===== src/rtl/cpu_defs_pkg.sv =====
// Shared definitions for the phase-1 control sequencer.
// Includes the state encoding, opcode constants and IR field positions.
package cpu_defs_pkg;

  typedef enum logic [2:0] {
    S_RESET = 3'd0,
    S_T0    = 3'd1,
    S_T1    = 3'd2,
    S_T2    = 3'd3,
    S_T3    = 3'd4,
    S_T4    = 3'd5,
    S_T5    = 3'd6,
    S_HALT  = 3'd7
  } state_t;

  localparam logic [4:0] OP_ADD  = 5'b00011;
  localparam logic [4:0] OP_SUB  = 5'b00100;
  localparam logic [4:0] OP_AND  = 5'b00101;
  localparam logic [4:0] OP_OR   = 5'b00110;
  localparam logic [4:0] OP_HALT = 5'b11011;

  localparam logic [4:0] ALU_OP_MIN = 5'b00000;
  localparam logic [4:0] ALU_OP_MAX = 5'b01100;

  localparam int OPC_HI = 31;
  localparam int OPC_LO = 27;
  localparam int RA_HI  = 26;
  localparam int RA_LO  = 23;
  localparam int RB_HI  = 22;
  localparam int RB_LO  = 19;
  localparam int RC_HI  = 18;
  localparam int RC_LO  = 15;

  // Offset form keeps the range test free of an always-true lower compare.
  function automatic logic is_alu_op(input logic [4:0] op);
    return (op - ALU_OP_MIN) <= (ALU_OP_MAX - ALU_OP_MIN);
  endfunction

endpackage


===== src/rtl/reg_select_decoder.sv =====
// Turns a 4-bit register field plus an enable into a one-hot GPR select.
// Fields that name a register beyond NUM_REGS produce an all-zero select.
module reg_select_decoder #(
  parameter int NUM_REGS = 16
) (
  input  logic [3:0]          field,
  input  logic                en,
  output logic [NUM_REGS-1:0] sel
);

  always_comb begin
    sel = '0;
    for (int i = 0; i < NUM_REGS; i++) begin
      sel[i] = en && (32'(field) == i);
    end
  end

endmodule


===== src/rtl/cpu_control_unit.sv =====
// Hardwired fetch / three-register ALU execute sequencer with wait states,
// halt/stop handling and a retired-instruction counter; Moore outputs.
module cpu_control_unit
  import cpu_defs_pkg::*;
#(
  parameter int NUM_REGS = 16,
  parameter int CNT_W    = 16
) (
  input  logic                clock,
  input  logic                clear,
  input  logic [31:0]         ir,
  input  logic                mem_ready,
  input  logic                run,
  input  logic                stop,
  output logic                PCout,
  output logic                Zlowout,
  output logic                MDRout,
  output logic                MARin,
  output logic                PCin,
  output logic                MDRin,
  output logic                IRin,
  output logic                Yin,
  output logic                Zin,
  output logic                IncPC,
  output logic                Read,
  output logic [NUM_REGS-1:0] rin_sel,
  output logic [NUM_REGS-1:0] rout_sel,
  output logic [4:0]          alu_op,
  output logic                halted,
  output logic                illegal,
  output logic [CNT_W-1:0]    instr_count
);

  state_t     state;
  logic       first_t1;
  logic       pending;
  logic [4:0] opcode;
  logic [3:0] ra, rb, rc;
  logic       alu_ok;
  logic       rout_en;
  logic [3:0] rout_field;
  logic       unused_ir;

  assign opcode    = ir[OPC_HI:OPC_LO];
  assign ra        = ir[RA_HI:RA_LO];
  assign rb        = ir[RB_HI:RB_LO];
  assign rc        = ir[RC_HI:RC_LO];
  assign alu_ok    = is_alu_op(opcode);
  assign unused_ir = ^ir[RC_LO-1:0];

  always_ff @(posedge clock or posedge clear) begin
    if (clear) begin
      state       <= S_RESET;
      first_t1    <= 1'b0;
      pending     <= 1'b0;
      instr_count <= '0;
    end else begin
      // Sticky stop; the HALT-entry branches below override this set.
      if (stop) pending <= 1'b1;
      case (state)
        S_RESET: state <= S_T0;
        S_T0: begin
          state    <= S_T1;
          first_t1 <= 1'b1;
        end
        S_T1: begin
          first_t1 <= 1'b0;
          if (mem_ready) state <= S_T2;
        end
        S_T2: state <= S_T3;
        S_T3: begin
          if (alu_ok) begin
            state <= S_T4;
          end else if (opcode == OP_HALT) begin
            state   <= S_HALT;
            pending <= 1'b0;
          end else begin
            state <= S_T0;
          end
        end
        S_T4: state <= S_T5;
        S_T5: begin
          instr_count <= instr_count + 1'b1;
          if (pending) begin
            state   <= S_HALT;
            pending <= 1'b0;
          end else begin
            state <= S_T0;
          end
        end
        S_HALT: if (run) state <= S_T0;
        default: state <= S_RESET;
      endcase
    end
  end

  always_comb begin
    PCout   = 1'b0;
    Zlowout = 1'b0;
    MDRout  = 1'b0;
    MARin   = 1'b0;
    PCin    = 1'b0;
    MDRin   = 1'b0;
    IRin    = 1'b0;
    Yin     = 1'b0;
    Zin     = 1'b0;
    IncPC   = 1'b0;
    Read    = 1'b0;
    alu_op  = 5'd0;
    halted  = 1'b0;
    illegal = 1'b0;
    case (state)
      S_T0: begin
        PCout = 1'b1;
        MARin = 1'b1;
        IncPC = 1'b1;
        Zin   = 1'b1;
      end
      S_T1: begin
        Zlowout = 1'b1;
        PCin    = first_t1;
        Read    = 1'b1;
        MDRin   = 1'b1;
      end
      S_T2: begin
        MDRout = 1'b1;
        IRin   = 1'b1;
      end
      S_T3: begin
        Yin     = alu_ok;
        illegal = !alu_ok && (opcode != OP_HALT);
      end
      S_T4: begin
        Zin    = 1'b1;
        alu_op = opcode;
      end
      S_T5:    Zlowout = 1'b1;
      S_HALT:  halted  = 1'b1;
      default: ;
    endcase
  end

  assign rout_en    = ((state == S_T3) && alu_ok) || (state == S_T4);
  assign rout_field = (state == S_T4) ? rc : rb;

  reg_select_decoder #(.NUM_REGS(NUM_REGS)) u_rin_dec (
    .field (ra),
    .en    (state == S_T5),
    .sel   (rin_sel)
  );

  reg_select_decoder #(.NUM_REGS(NUM_REGS)) u_rout_dec (
    .field (rout_field),
    .en    (rout_en),
    .sel   (rout_sel)
  );

endmodule


===== config.mk =====
export PLATFORM = sky130hd
export DESIGN_NAME = cpu_control_unit
export DESIGN_NICKNAME = d
export VERILOG_FILES = /design/src/rtl/cpu_defs_pkg.sv /design/src/rtl/reg_select_decoder.sv /design/src/rtl/cpu_control_unit.sv
export SDC_FILE = /design/constraint.sdc
export NUM_CORES = 1
export LEC_CHECK = 0
export CAP_MARGIN = 20
export CORE_ASPECT_RATIO = 1.25
export CORE_MARGIN = 1.5
export CORE_UTILIZATION = 30
export DETAILED_ROUTE_END_ITERATION = 16
export GPL_ROUTABILITY_DRIVEN = 0
export HOLD_SLACK_MARGIN = 0.05
export MAX_ROUTING_LAYER = met4
export PLACE_DENSITY = 0.79
export SYNTH_ARGS = -nofsm -noshare
export SYNTH_HDL_FRONTEND = slang
export SYNTH_HIERARCHICAL = 1
export SYNTH_SLANG_ARGS = --single-unit

===== constraint.sdc =====
create_clock -name clock -period 4.3 [get_ports clock]
set_clock_uncertainty 0.15 [all_clocks]
set_input_delay 1.29 -clock clock [delete_from_list [all_inputs] [get_ports clock]]
set_output_delay 1.29 -clock clock [all_outputs]
set_load 0.02 [all_outputs]

==> run metrics, run 1 <==
DP HPWL 3.34 mm; vias per cell 4.77; DR pass1 iterations 4; Hold Path Depth 1; Mapped Cells 165; Critical path buffers and inverters 3; synthesized-area fraction occupied by adder cells 0.00838; I/O pin total 103; Slew @ Worst Pin 0.787 ns; final core utilization 0.531; clk root buf clkbuf_8; f_max 236 MHz; WHS Endpoint instr_count[15]; Syn Nets 203; core area 0.00476 mm2; Post-synth EDFFs 0; Unique masters post-synth 45; number of global-route vias before repair 1395; CP peak stage delay 0.26 ns; per-cell routed wire length 13.5 um; Skew-Pair Late Insertion Delay 0.26 ns; DR iter-0 viols 17; Critical R2R Launch state[2]; WS Path Type in2out; DIE AREA 0.00541 mm2; area delta synth->final 69.6%; status complete, no violations; area leader, netlist dfrtp_1; Critical Path AT 2.79 ns; cells on worst reg2reg path 5; Seq cells post-synth 21; clock sink count 21; main combinational cell family by area after synthesis simple AND/OR/NAND/NOR gates; via count 1537; final setup margin 0.0694 ns; count of final hold-check violations 0; Synth Warn # 6; Final Cycle Share 0.984; Post-synth ARST share 1.00; Lkg Pwr 1.30 nW; DIE WIDTH 66.1 um; Critical Path RT 2.86 ns; Critical Path End Type output pin; Post-synth top cells nor2_1 (29), dfrtp_1 (21), nand2_1 (13); Die Y-Extent 81.9 um; crit-path leading delay family simple AND/OR/NAND/NOR gates; maximum root-to-sink buffer count 2; worst vdd ir 207 uV; max_slew headroom 0.475; fin. max-slew vios 0; worst min path class reg2reg; H-tree level count 1; Critical-path top delay cell clkdlybuf4s15_2; Avg Cell Area, Syn 9.05 um2; DRC Markers 0; largest net degree at the start of global routing 22; R2R setup slack 2.60 ns; stages on the worst setup path 9; final wirelength 4.34 mm; post-synthesis simple-gate area fraction 0.391; Clock transition at path regs 0.07 ns; worst r2r dst instr_count[12]; Layout fillers 461; FF/Latch Area 526 um2; HP Start instr_count[15]; setup TNS 0 ns; sequential area share after synthesis 0.352; pwr/cell area 413 mW/mm2; Post-Place Setup Slack -0.851 ns; row count 28; nets 301; PortBufs 87; area of the multi-input gates 902 um2; ranking of synthesized cells by area dfrtp_1 (35%), nor2_1 (7.3%), xnor2_1 (7.0%), mux2_4 (4.0%), nand2_1 (3.3%); dominant synthesized flop cell dfrtp_1; worst path cell trace clkbuf_2 > or2_4 > a31oi_4 > and2_4 > or2_4 > buf_4 > nand3b_1 > nor2_1 > clkdlybuf4s15_2; Num CTS Buffers 3; max_cap viols 0; Synth Area in XOR/XNOR 0.0930; Starting Density 0.313; most common cell in the synthesized netlist nor2_1; Post-Syn Area 0.00149 mm2; Antenna diodes 0; initial antenna violation count 0; mux share of post-synthesis cell area 0.0478; RSZ-0062 raised after global routing false; Critical Path Source Type primary input; CTS tree done; Final Critical Period 4.23 ns; global-route wire length before repair 6.61 mm; Compound-Gate Fraction of Synth Area 0.0419; total global routing track utilization 0.159; setup violators final 0; share of the synthesized area in the top cell type 0.352; GRT overflow 0; Post-DRT Antenna Nets 0; CP max FO 4; ratio of cells with drive above 1 in the final layout 0.237; # hold bufs at CTS 0; most used cell, CP or2_4
==> where the power goes <==
group          switching, W  total (W)  internal (W)
combinational      0.000313   0.000615      0.000302
sequential        0.0000608   0.000302      0.000241
clock             0.0000633   0.000129     0.0000660
==> worst reg2reg max path: stages (launching register included) <==
cell and delay, ns:
dfrtp_1 0.36, buf_4 0.20, and4b_1 0.23, and3_1 0.35, nand4_4 0.14, xnor2_2 0.14
==> cell families (layout without fill, tap and decap cells) <==
family / count (synthesis) / count (layout)
flops: 21 / 21
mux: 5 / 5
simple gates: 99 / 99
compound gates: 10 / 10
xor+xnor: 15 / 15
fa+ha+maj: 1 / 1
buf+inv: 14 / 111
==> cell type report <==
type                       instances  share of cell area
clock buffer                       4              0.0178
sequential                        21               0.208
timing repair buffer             104               0.384
multi-input combinational        130               0.356
tap                               60              0.0297
inverter                           3             0.00445
==> sequential cells by signal (all words and copies together) (netlist names) <==
name and flops:
first_t1 1, state 3, instr_count 16, pending 1
==> per-stage QoR <==
step | std cells | total power [W] | hold slack [ns] | cell area [um2]
2_1_floorplan | 165 | 0.000690 | 0.323 | 1490
3_3_place_gp | 316 | 0.000908 | 0.315 | 2460
3_5_place_dp | 316 | 0.000921 | 0.336 | 2460
4_1_cts | 321 | 0.00105 | 0.350 | 2510
5_1_grt | 322 | 0.00112 | 0.366 | 2530
6_report | 322 | 0.00105 | 0.347 | 2530
==> worst max-delay path by stage <==
stage	startpoint	end	slack, ns
6_report	ir[27]	rout_sel[10]	0.07
5_1_grt	ir[27]	rout_sel[0]	0.003
4_1_cts	ir[27]	rout_sel[0]	-0.07
3_5_place_dp	ir[27]	rout_sel[0]	-0.85
3_3_place_gp	ir[27]	rout_sel[0]	-0.81
2_1_floorplan	ir[27]	rout_sel[1]	-0.06
==> per-layer routing <==
layer,GRT usage,vias up,wire [um]
met5,-,-,0
met4,0.0469,0,40
met3,0.0384,4,360
met2,0.270,55,2190
met1,0.185,730,1750
li1,-,748,-
==> placed cells by master, fill, tap and decap left out, drive strengths merged, types with 7 or more instances in the layout <==
cell / synthesis / layout
nor3: 9 / 9
dfrtp: 21 / 21
clkdlybuf4s50: 0 / 49
nand2: 13 / 13
and3: 9 / 9
nor2: 30 / 30
clkdlybuf4s15: 0 / 7
dlygate4sd2: 0 / 10
buf: 10 / 26
xnor2: 13 / 13
dlymetal6s2s: 0 / 10
==> repair_timing <==
action / CTS / global route
endpoints found under the setup margin: 23 / 24
pin swaps: 4 / 3
resized for setup: 83 / 13
setup buffers: 1 / 1
Power figures use the tool's default switching activity.
==> run 2, diff against run 1 <==
--- a/config.mk
+++ b/config.mk
@@ -5,6 +5,7 @@
 export SDC_FILE = /design/constraint.sdc
 export NUM_CORES = 1
 export LEC_CHECK = 0
+export ABC_AREA = 1
 export CAP_MARGIN = 20
 export CORE_ASPECT_RATIO = 1.25
 export CORE_MARGIN = 1.5
@@ -13,7 +14,7 @@
 export GPL_ROUTABILITY_DRIVEN = 0
 export HOLD_SLACK_MARGIN = 0.05
 export MAX_ROUTING_LAYER = met4
-export PLACE_DENSITY = 0.79
+export PLACE_DENSITY = 0.77
 export SYNTH_ARGS = -nofsm -noshare
 export SYNTH_HDL_FRONTEND = slang
 export SYNTH_HIERARCHICAL = 1
==> run 2 against run 1 <==
Synthesized cell count grew 53%. Die area grew 8.2%. Non-clock buffer count shrank 13. Core utilization shrank 4.3 points. Setup slack gained 0.022 ns. Count of clock-buffer cells in the layout shrank 1. Fmax grew 0.51%. Area after synthesis grew 8.5%. First-iteration DRC count grew to 2.8 times the previous value. Global-route usage is essentially flat. Total power shrank 4.6%. Cell count grew 25%. Critical path type unchanged. Largest cell class is now multi-input gates.
==> run metrics, run 2 <==
status complete, no violations; Critical Path End Type output pin; area leader, netlist dfrtp_1; # hold bufs at CTS 0; largest net degree at the start of global routing 22; max_cap viols 0; Post-Syn Area 0.00162 mm2; nets 379; core area 0.00515 mm2; Post-synth ARST share 1.00; Most flops, register instr_count; FF/Latch Area 526 um2; Post CTS Setup Buffer Count 0; post-CTS sizing 16; global-route wire length before repair 7.16 mm; count of final hold-check violations 0; Slew @ Worst Pin 0.788 ns; DR iter-0 viols 48; I/O pin total 103; Starting Density 0.314; final setup margin 0.0909 ns; RSZ-0062 raised after global routing false; Layout fillers 531; total global routing track utilization 0.159; metal2 WL 2.29 mm; ranking of synthesized cells by area dfrtp_1 (32%), nand2_1 (15%), nor2_1 (13%), inv_1 (9.3%), nand3_1 (7.1%); DR pass1 iterations 4; WS Path Type in2out; final wirelength 4.46 mm; per-cell routed wire length 11.1 um; worst vdd ir 142 uV; initial antenna violation count 0; Synth Warn # 6; DP HPWL 3.63 mm; Mapped Cells 252; dominant synthesized flop cell dfrtp_1; setup TNS 0 ns; DRC Markers 0; PortBufs 87; Skew-Pair Late Insertion Delay 0.26 ns; Critical-path top delay cell clkdlybuf4s50_1; CP peak stage delay 0.61 ns; ratio of cells with drive above 1 in the final layout 0.112; Critical Path RT 2.86 ns; most common cell after layout, fill and taps aside clkdlybuf4s50_1; row count 29; Num CTS Buffers 3; worst min path class reg2reg; pwr/cell area 397 mW/mm2; maximum root-to-sink buffer count 2; Post-synth EDFFs 0; DIE WIDTH 68.7 um; Lkg Pwr 1.26 nW; final core utilization 0.488; H-tree level count 1; area delta synth->final 55.2%; via count 1838; clock sink count 21; setup violators final 0; CP max FO 2; clk root buf clkbuf_8; Metal-1 WL 1.73 mm; sequential area share after synthesis 0.324; final instance area 0.00251 mm2; met3 wire length 405 um; Syn Nets 290; Unique masters post-synth 24; DIE AREA 0.00585 mm2; area of the multi-input gates 881 um2; Critical Path Source Type primary input; max_slew headroom 0.474; Antenna diodes 0; CTS tree done; DP Area 0.00254 mm2; fin. max-slew vios 0; number of global-route vias before repair 1693; Final Cycle Share 0.979; Seq cells post-synth 21; Clock transition at path regs 0.08 ns; Post-Place Setup Slack -0.239 ns; Regs by FF count instr_count (16), state (3); GRT overflow 0; Post-DRT Antenna Nets 0; Post-synth top cells nand2_1 (66), nor2_1 (57), inv_1 (40); Critical Path AT 2.77 ns; most used cell, CP nand2_1; worst path cell trace clkdlybuf4s50_1 > buf_4 > nand2_1 > nor2_1 > nand2_1 > nand2_1 > a21oi_1 > clkdlybuf4s50_1; Avg Cell Area, Syn 6.43 um2; Highest Signal Layer met4; Die Y-Extent 85.2 um; f_max 238 MHz; share of the synthesized area in the top cell type 0.324; max FFs per register 16; Pwr Total 0.000998 W; most frequent cells in the layout clkdlybuf4s50_1 (67), nand2_1 (66), nor2_1 (57); Final Critical Period 4.21 ns; most common cell in the synthesized netlist nand2_1; vias per cell 4.57
-- run 2: cell types whose count changed after synthesis, moves of 3 or more --
| cell | before | now |
|---|---|---|
| nand2b_1 | 4 | 0 |
| nand2_1 | 13 | 66 |
| inv_1 | 3 | 40 |
| and2_1 | 4 | 0 |
| nor3_1 | 6 | 1 |
| xnor2_1 | 12 | 5 |
| nand4_1 | 3 | 8 |
| and3_1 | 7 | 0 |
| nor2_1 | 29 | 57 |
| nor2_4 | 0 | 3 |
| nand2_2 | 0 | 3 |
| nand3_1 | 5 | 23 |
| mux2_4 | 4 | 0 |
-- run 2: through the flow --
stage / instances / hold slack, ns
global placement: 398 / 0.340
global route: 402 / 0.402
detailed placement: 398 / 0.346
floorplan: 252 / 0.355
finish: 402 / 0.358
CTS: 402 / 0.367
-- run 2: metal layers --
layer / global-route usage / up-vias
li1: - / 943
met1: 0.173 / 829
met5: - / -
met4: 0.0339 / 0
met2: 0.295 / 62
met3: 0.0252 / 4
-- run 2: cell families (layout without fill, tap and decap cells) --
kind of cell / count (synthesis) / after routing / share of synthesized area
xor+xnor: 8 / 8 / 0.0432
flops: 21 / 21 / 0.324
compound gates: 4 / 4 / 0.0123
fa+ha+maj: 1 / 1 / 0.00772
buf+inv: 48 / 136 / 0.132
simple gates: 170 / 170 / 0.480
-- run 2: final timing paths --
kind                            cells after the start               to  slack [ns]             from
worst max-delay path                                8          illegal        0.09           ir[30]
worst min-delay path                                2  instr_count[15]        0.36  instr_count[15]
worst max register to register                      7  instr_count[11]        2.62         state[1]
worst min register to register                      2  instr_count[15]        0.36  instr_count[15]
max in group asynchronous                           2   instr_count[0]        2.18            clear
min in group asynchronous                           2  instr_count[11]        1.32            clear
-- run 2: cell type report --
class,count,share of cell area
clock inverter,1,0.00199
inverter,41,0.0612
timing repair buffer,91,0.330
sequential,21,0.209
multi-input combinational,183,0.350
tap,62,0.0308
clock buffer,3,0.0164
-- run 2: critical path, delay by kind of cell --
family / cells / cell delay (ns)
buf+inv: 3 / 1.17
simple gates: 4 / 0.19
compound gates: 1 / 0.11
-- run 2: power breakdown --
group	internal [W]	switching, W
clock	0.0000645	0.0000644
sequential	0.000239	0.0000728
combinational	0.000233	0.000325
total	0.000536	0.000462
==> run 3, diff against run 2 <==
--- a/config.mk
+++ b/config.mk
@@ -6,12 +6,10 @@
 export NUM_CORES = 1
 export LEC_CHECK = 0
 export ABC_AREA = 1
-export CAP_MARGIN = 20
 export CORE_ASPECT_RATIO = 1.25
 export CORE_MARGIN = 1.5
 export CORE_UTILIZATION = 30
 export DETAILED_ROUTE_END_ITERATION = 16
-export GPL_ROUTABILITY_DRIVEN = 0
 export HOLD_SLACK_MARGIN = 0.05
 export MAX_ROUTING_LAYER = met4
 export PLACE_DENSITY = 0.77
==> results of run 3 <==
No change in the layout: final DEF, timing and power equal those of run 2.
